<file path="config.mk">
export PLATFORM = sky130hd
export DESIGN_NAME = hazard_ctl
export DESIGN_NICKNAME = d
export VERILOG_FILES = /design/src/rtl/hazard_ctl_pkg.sv /design/src/rtl/hazard_ctl_load_use.sv /design/src/rtl/hazard_ctl.sv
export SDC_FILE = /design/constraint.sdc
export NUM_CORES = 1
export LEC_CHECK = 0
export BUFFER_PORTS_ARGS = -buffer_cell sky130_fd_sc_hd__buf_2
export CORE_MARGIN = 3
export CORE_UTILIZATION = 54
export DETAILED_ROUTE_END_ITERATION = 16
export PLACE_DENSITY = 0.84
export SETUP_SLACK_MARGIN = 0.5
export SLEW_MARGIN = 20
export SYNTH_ARGS = -nofsm -noshare
export SYNTH_HDL_FRONTEND = slang
export SYNTH_SLANG_ARGS = --single-unit
</file>
<file path="constraint.sdc">
create_clock -name clk -period 3 [get_ports clk]
set_clock_uncertainty 0.05 [all_clocks]
set_input_delay 0.6 -clock clk [delete_from_list [all_inputs] [get_ports clk]]
set_output_delay 0.6 -clock clk [all_outputs]
set_load 0.02 [all_outputs]
</file>
<file path="src/rtl/hazard_ctl_pkg.sv">
// Shared pipeline package: FSM encodings, timeout default and the
// control-bundle type used by the hazard controller.
package hazard_ctl_pkg;

   // FSM state encodings (kept as plain constants for legacy tools)
   localparam logic [0:0] ST_RUN      = 1'b0;
   localparam logic [0:0] ST_MEM_WAIT = 1'b1;

   // Default maximum MEM_WAIT length before mem_timeout sets
   localparam int TIMEOUT_CYCLES_DEF = 255;

   // Width and ceiling of the stall counter
   localparam int          STALL_W   = 16;
   localparam logic [15:0] STALL_MAX = 16'hFFFF;

   // Pipeline control bundle produced every cycle
   typedef struct packed {
      logic pc_en;
      logic if_id_en;
      logic id_ex_en;
      logic ex_mem_en;
      logic mem_wb_en;
      logic if_id_flush;
      logic id_ex_flush;
      logic mem_wb_bubble;
   } ctl_t;

   // No-event response: every register loads, nothing is squashed
   function automatic ctl_t ctl_idle();
      ctl_t c;
      c.pc_en         = 1'b1;
      c.if_id_en      = 1'b1;
      c.id_ex_en      = 1'b1;
      c.ex_mem_en     = 1'b1;
      c.mem_wb_en     = 1'b1;
      c.if_id_flush   = 1'b0;
      c.id_ex_flush   = 1'b0;
      c.mem_wb_bubble = 1'b0;
      return c;
   endfunction

endpackage

</file>
<file path="src/rtl/hazard_ctl_load_use.sv">
// Load-use comparator: flags an ID instruction that reads the register a
// load in EX is about to write. Writes to $zero never count as a hazard.
module load_use_detect
   import hazard_ctl_pkg::*;
(
   input  logic       ex_mem_read,
   input  logic [4:0] ex_rt,
   input  logic [4:0] id_rs,
   input  logic [4:0] id_rt,
   output logic       hazard
);

   logic dest_nonzero;
   logic src_match;

   // Pure compare of the EX load destination against both ID sources
   always_comb begin
      dest_nonzero = (ex_rt != 5'd0);
      src_match    = (ex_rt == id_rs) || (ex_rt == id_rt);
      hazard       = ex_mem_read && dest_nonzero && src_match;
   end

endmodule

</file>
<file path="src/rtl/hazard_ctl.sv">
// Pipeline hazard controller: memory-wait freeze, load-use stall and branch
// flush, with a saturating stall counter and a sticky memory-timeout flag.
//
// Handshake: the MEM stage holds dmem_req high for an access; the access
// completes in any cycle where dmem_ready is also high. A cycle with
// dmem_req=1 and dmem_ready=0 is a wait cycle. Dropping dmem_req without
// ready ends the wait as if ready had been seen.
module hazard_ctl
   import hazard_ctl_pkg::*;
#(
   parameter int TIMEOUT_CYCLES = TIMEOUT_CYCLES_DEF
)(
   input  logic        clk,
   input  logic        rst_n,
   input  logic [4:0]  id_rs,
   input  logic [4:0]  id_rt,
   input  logic        ex_mem_read,
   input  logic [4:0]  ex_rt,
   input  logic        branch_taken,
   input  logic        dmem_req,
   input  logic        dmem_ready,
   output logic        pc_en,
   output logic        if_id_en,
   output logic        id_ex_en,
   output logic        ex_mem_en,
   output logic        mem_wb_en,
   output logic        if_id_flush,
   output logic        id_ex_flush,
   output logic        mem_wb_bubble,
   output logic [15:0] stall_cnt,
   output logic        mem_timeout,
   output logic        fsm_state
);

   // Wait counter just wide enough to hold TIMEOUT_CYCLES (assumed >= 1)
   localparam int WAIT_W = (TIMEOUT_CYCLES < 2) ? 1 : $clog2(TIMEOUT_CYCLES + 1);
   localparam int TO_INT    = TIMEOUT_CYCLES;
   localparam int TO_M1_INT = TIMEOUT_CYCLES - 1;
   localparam logic [WAIT_W-1:0] TO_VAL = TO_INT[WAIT_W-1:0];
   localparam logic [WAIT_W-1:0] TO_M1  = TO_M1_INT[WAIT_W-1:0];

   logic [0:0]        state;
   logic [0:0]        state_nxt;
   logic              mem_wait;
   logic              load_use;
   ctl_t              ctl;
   logic [WAIT_W-1:0] wait_cnt;

   load_use_detect u_load_use (
      .ex_mem_read (ex_mem_read),
      .ex_rt       (ex_rt),
      .id_rs       (id_rs),
      .id_rt       (id_rt),
      .hazard      (load_use)
   );

   // A wait cycle looks the same from RUN or MEM_WAIT: request without ready
   assign mem_wait = dmem_req && !dmem_ready;

   // Priority decode: memory wait > load-use stall > branch flush > idle.
   // A cycle that ends a wait is decoded like RUN, so a zero-wait access
   // or the completing cycle of a wait costs nothing extra.
   always_comb begin
      ctl       = ctl_idle();
      state_nxt = ST_RUN;
      if (mem_wait) begin
         ctl.pc_en         = 1'b0;
         ctl.if_id_en      = 1'b0;
         ctl.id_ex_en      = 1'b0;
         ctl.ex_mem_en     = 1'b0;
         ctl.mem_wb_en     = 1'b1;
         ctl.mem_wb_bubble = 1'b1;
         state_nxt         = ST_MEM_WAIT;
      end else if (load_use) begin
         // Hold PC and IF/ID, drop one bubble into ID/EX
         ctl.pc_en       = 1'b0;
         ctl.if_id_en    = 1'b0;
         ctl.id_ex_flush = 1'b1;
      end else if (branch_taken) begin
         ctl.if_id_flush = 1'b1;
      end
   end

   assign pc_en         = ctl.pc_en;
   assign if_id_en      = ctl.if_id_en;
   assign id_ex_en      = ctl.id_ex_en;
   assign ex_mem_en     = ctl.ex_mem_en;
   assign mem_wb_en     = ctl.mem_wb_en;
   assign if_id_flush   = ctl.if_id_flush;
   assign id_ex_flush   = ctl.id_ex_flush;
   assign mem_wb_bubble = ctl.mem_wb_bubble;
   assign fsm_state     = state;

   // FSM register; reset abandons any wait in progress
   always_ff @(posedge clk or negedge rst_n) begin
      if (!rst_n) begin
         state <= ST_RUN;
      end else begin
         state <= state_nxt;
      end
   end

   // Saturating count of cycles in which the PC was held
   always_ff @(posedge clk or negedge rst_n) begin
      if (!rst_n) begin
         stall_cnt <= '0;
      end else if (!ctl.pc_en && (stall_cnt != STALL_MAX)) begin
         stall_cnt <= stall_cnt + 16'd1;
      end
   end

   // Consecutive wait-cycle counter and sticky timeout; the wait itself
   // is not aborted when the timeout fires
   always_ff @(posedge clk or negedge rst_n) begin
      if (!rst_n) begin
         wait_cnt    <= '0;
         mem_timeout <= 1'b0;
      end else if (mem_wait) begin
         if (wait_cnt != TO_VAL) begin
            wait_cnt <= wait_cnt + 1'b1;
         end
         if (wait_cnt >= TO_M1) begin
            mem_timeout <= 1'b1;
         end
      end else begin
         wait_cnt <= '0;
      end
   end

endmodule

</file>
# == Yosys cells after proc, flatten, opt, wreduce, memory -nomap -nowiden ==
# Index checks and enable logic that the tools add are counted.
# classes
order_cmp,1
n_mux,10
add_sub_neg,2
eq_ne,5
reduce_logical,9
# op_table
op,n
16-bit by 1-bit adder with 16-bit output (second input constant),1
8-bit two-way mux,2
16-bit != test (second input constant),1
5-bit equality test,2
8-bit by 1-bit adder with 8-bit output (second input constant),1
8-bit >= comparator (second input constant),1
8-bit != test (second input constant),1
2-bit two-way mux,3
5-bit nonzero test,1
1-bit logical AND,4
1-bit two-way mux,4
3-bit two-way mux,1
1-bit zero test,2
2-bit by 1-bit != test with 1-bit output (second input constant),1
2-bit AND reduction,1
1-bit logical OR,1
# totals
regBits,26
input_bits,21
output_inout_bits,26
word_cells,31

# == Longest topological paths before layout ==
# depth
depth_word,7
mapped_depth,8
mapped_depth_nobuf,6

# == Hierarchy ==
# From an unflattened synthesis, not the netlist that was laid out.
# hier_totals
cells_unflattened,144
area_unflattened_um2,1466.4
# by_module_without_submodules
module,area_per_inst_um2,cells_each,n_inst,seq_area_each_um2
hazard_ctl,1341.3,127,1,650.6
load_use_detect,125.1,17,1,0.0

# == Worst setup path before layout ==
# Ideal clock, no wire load.
# synth_path
kind,input-to-output
start,in ex_rt[0]
end,out if_id_flush
path_buffers,2
t_required_ns,2.350
t_arrival_ns,1.971
path_stages,6
setup_slack_ns,0.379
cell_sequence,or4_1 -> o21ai_2 -> o21a_1 -> buf_6 -> buf_6 -> and2_1
# synth_via
elab_chain_len,5
word_cells_on_any_way,8
cone_classes,eq/ne: 2; mux: 2; reduce/logical: 4
# synth_lines
element,line,source
start: declaration,hazard_ctl.sv:18,"input logic [4:0] ex_rt,"
5-bit equality test or 5-bit nonzero test (tied branches),"hazard_ctl_load_use.sv:19, hazard_ctl_load_use.sv:18",
1-bit logical OR or 1-bit logical AND (tied branches),"hazard_ctl_load_use.sv:19, hazard_ctl_load_use.sv:20",
1-bit logical AND *,hazard_ctl_load_use.sv:20,hazard = ex_mem_read && dest_nonzero && src_match;
1-bit two-way mux *,hazard_ctl.sv:74,end else if (load_use) begin
2-bit two-way mux *,hazard_ctl.sv:66,if (mem_wait) begin
end: declaration,hazard_ctl.sv:27,"output logic if_id_flush,"
# Mark *: on every way between the ends. The rest lies on a longest branch, timed or not.

# == Worst setup path in the final report ==
# layout_path
start,in ex_rt[4]
end,out if_id_flush
# Same word-level chain as after synthesis.

==> metrics.md <==
| Metric | Value |
|---|---|
| First-pass DRT Iterations | `4` |
| Last weighted congestion value of the routability-driven placer | `0.825` |
| Most common library cells after synthesis | `26 x dfrtp_1, 25 x xor2_1, 12 x nand2_1, 11 x nor2_1, 8 x nand3_1` |
| Netlist Area Pre-Place | `0.00150 mm2` |
| Finish-stage setup viols | `0` |
| Overall routed net length | `3.46 mm` |
| Synthesis Warnings | `0` |
| Total power after layout | `0.992 mW` |
| WL per Instance | `15.6 um` |
| Number of design-rule violations left by the first detailed-router iteration | `80` |
| Measured slew at the worst slew-check pin | `0.584 ns` |
| Global-route wire length before repair | `5.56 mm` |
| Syn Nets | `169` |
| Maximum clock path buffer count | `2` |
| Critical path data arrival time | `1.80 ns` |
| DP HPWL | `2.49 mm` |
| Antenna cells | `0` |
| Leakage | `0.893 nW` |
| Final sum of negative setup slack | `0 ns` |
| Number of vias after detailed routing | `1,233` |
| Ordered cell list for the critical path | `buf_8, or4_4, o21ai_4, o21a_4, and2_4, buf_6` |
| Die area | `0.00345 mm2` |
| Count of cell types in the netlist | `36` |
| Normalized max-slew margin | `61.1%` |
| Yosys reg bits | `26` |
| Cell at the root of the clock tree | `clkbuf_4` |
| Fin worst setup slack | `0.554 ns` |
| Startpoint class of the critical path | `input pin` |
| EDFF count, synth | `0` |
| Setup repair after global routing missed its margin | `false` |
| Overall global routing resource usage | `20.9%` |
| Sequential fraction of the synthesis area | `43.3%` |
| Fillcell total | `202` |
| Most common cell in the netlist | `dfrtp_1` |
| Net count, final | `216` |
| Overflow left after global routing | `0` |
| Category of the critical setup timing path | `input pin to output pin` |
| Clk_lat worst skew | `0.32 ns` |
| Proportion of register bits with asynchronous set or reset after synthesis | `100%` |
| CORE AREA | `0.00257 mm2` |
| Number of primary I/O pins | `47` |
| Slowest stage cell, crit path | `or4_4` |
| Path class of the lowest-slack min-delay path | `input pin to asynchronous set/reset pin` |
| Total power divided by cell area | `536 mW/mm2` |
| Max rail drop VDD | `0.440 mV` |
| Max-slew violations | `0` |
| Placement Rows | `18` |
| Horiz. Die Dim | `58.8 um` |
| Most common flop cell mapped by yosys | `dfrtp_1` |
| Fraction of layout cells with a size suffix above 1 | `38.7%` |
| Slowest stage delay, CP | `0.53 ns` |
| Clock transition at the registers of the reported paths | `0.14 ns` |
| WP data required | `2.35 ns` |
| H-tree lvl count | `1` |
| Result of the run | `finished, final reports clean` |
| Share of Yosys cell area claimed by the top area cell type | `43.3%` |
| Initial standard-cell utilization of the core | `58.6%` |
| Area of the multi-input gates | `822 um2` |
| Layout overhead on the synthesized area | `23.1%` |
| Share of the clock period used by the worst path | `81.5%` |
| Worst hold-check slack | `0.202 ns` |
| Endpoint type of the worst setup path | `output pin` |
| Via count normalized by instance count | `5.58` |
| Final critical path time including I/O delays and setup | `2.45 ns` |
| Footprint of the flip-flops and latches | `651 um2` |
| Maximum capacitance violations | `0` |
| Die height | `58.8 um` |
| Num Clock Sinks | `26` |
| Top cell type by total area after synthesis | `dfrtp_1` |
| CTS tree | `yes` |
| Highest net fanout along the worst path | `4` |
| Largest net degree at the start of global routing | `27` |
| Hold Vio Cnt, Final | `0` |
| Clock buffers created by TritonCTS | `3` |
| Count of port buffers added during placement | `45` |
| Post-synthesis cell count | `145` |
| Routed Antenna Nets | `0` |
| Number of global-route vias before repair | `1,209` |
| Antenna violations before repair | `0` |
| Dpl ws | `0.373 ns` |
| Maximum clock frequency | `409 MHz` |
| Largest cells by area after synthesis | `dfrtp_1 43%, xor2_1 15%, nor4_2 3.3%, nand2_1 3.0%, nor2_1 2.7%` |
| DRC violation count after routing | `0` |
| Post-CTS Hold Fix Bufs | `0` |
| Synthesized area per cell | `10.4 um2` |
[sequential cells by signal (all words and copies together), names as in the netlist]
signal / flops
fsm_state: 1
mem_timeout: 1
stall_cnt: 16
wait_cnt: 8
[critical path: cells and delay by family]
family	cells	cell delay, ns
AND/OR/NAND/NOR	2	0.67
AO/OA/AOI/OAI	2	0.32
buffers and inverters	2	0.20
[cells in the final DEF (no fill, tap or decap), types with 4 or more instances in the layout]
cell	n
xor2_1	25
nand2_1	12
buf_4	4
nor4_2	4
nand3_1	8
nor2_1	11
buf_2	42
dfrtp_1	26
nor3_2	6
and3_1	5
[per-layer routing]
metal	vias up	share of wire, %	track usage [%]
met1	601	41	26.3
met5	-	0	0
met3	6	3.9	2.85
li1	594	-	-
met4	0	1.3	6.80
met2	32	53	36.9
[per-stage QoR]
step	instance area (um2)	utilization, %	std cells
after global placement	1730	67.4	215
after global routing	1850	72.1	221
after CTS	1830	71.2	221
final	1850	72.1	221
after detailed placement	1730	67.4	215
after floorplan	1520	-	145
[layout make-up]
cell class / count / share of cell area (%)
clock inverters: 1 / 1.62
clock buffers: 3 / 1.22
repair buffers: 49 / 15.0
flip-flops and latches: 26 / 35.1
well taps: 30 / 2.03
multi-input cells: 109 / 44.4
inverters: 3 / 0.608
[power by group]
| part | leakage [nW] | internal, mW | switching, mW | total (mW) |
|---|---|---|---|---|
| registers | 0.338 | 0.399 | 0.0642 | 0.463 |
| clock network | 0.0279 | 0.135 | 0.104 | 0.239 |
| logic | 0.526 | 0.118 | 0.172 | 0.290 |
[cell families after synthesis]
group | synth area share (%)
muxes | 2.00
xor gates and xnor gates | 15.1
and+or+nand+nor | 24.9
buffers and inverters | 4.49
AOI/OAI and AO/OA | 7.49
other | 0.249
DFF | 43.3
adders and majority gates | 2.50
[repair_timing]
item,4_1_cts,5_1_grt
cloned,0,0
resized for setup,9,5
pin swaps,3,0
setup buffers,2,0
hold endpoints to repair,0,0
endpoints found under the setup margin,3,2
[final timing paths]
path,startpoint,slack [ns],end,cells after the start
max,ex_rt[4],0.55,if_id_flush,6
min,rst_n,0.20,wait_cnt[2]$_DFFE_PN0P_,1
max reg2reg,stall_cnt[1]$_DFFE_PN0P_,0.77,stall_cnt[6]$_DFFE_PN0P_,7
min reg2reg,stall_cnt[11]$_DFFE_PN0P_,0.44,stall_cnt[11]$_DFFE_PN0P_,1
max in group asynchronous,rst_n,2.31,stall_cnt[5]$_DFFE_PN0P_,1
min in group clk,stall_cnt[11]$_DFFE_PN0P_,0.44,stall_cnt[11]$_DFFE_PN0P_,1
Power figures use the tool's default switching activity.
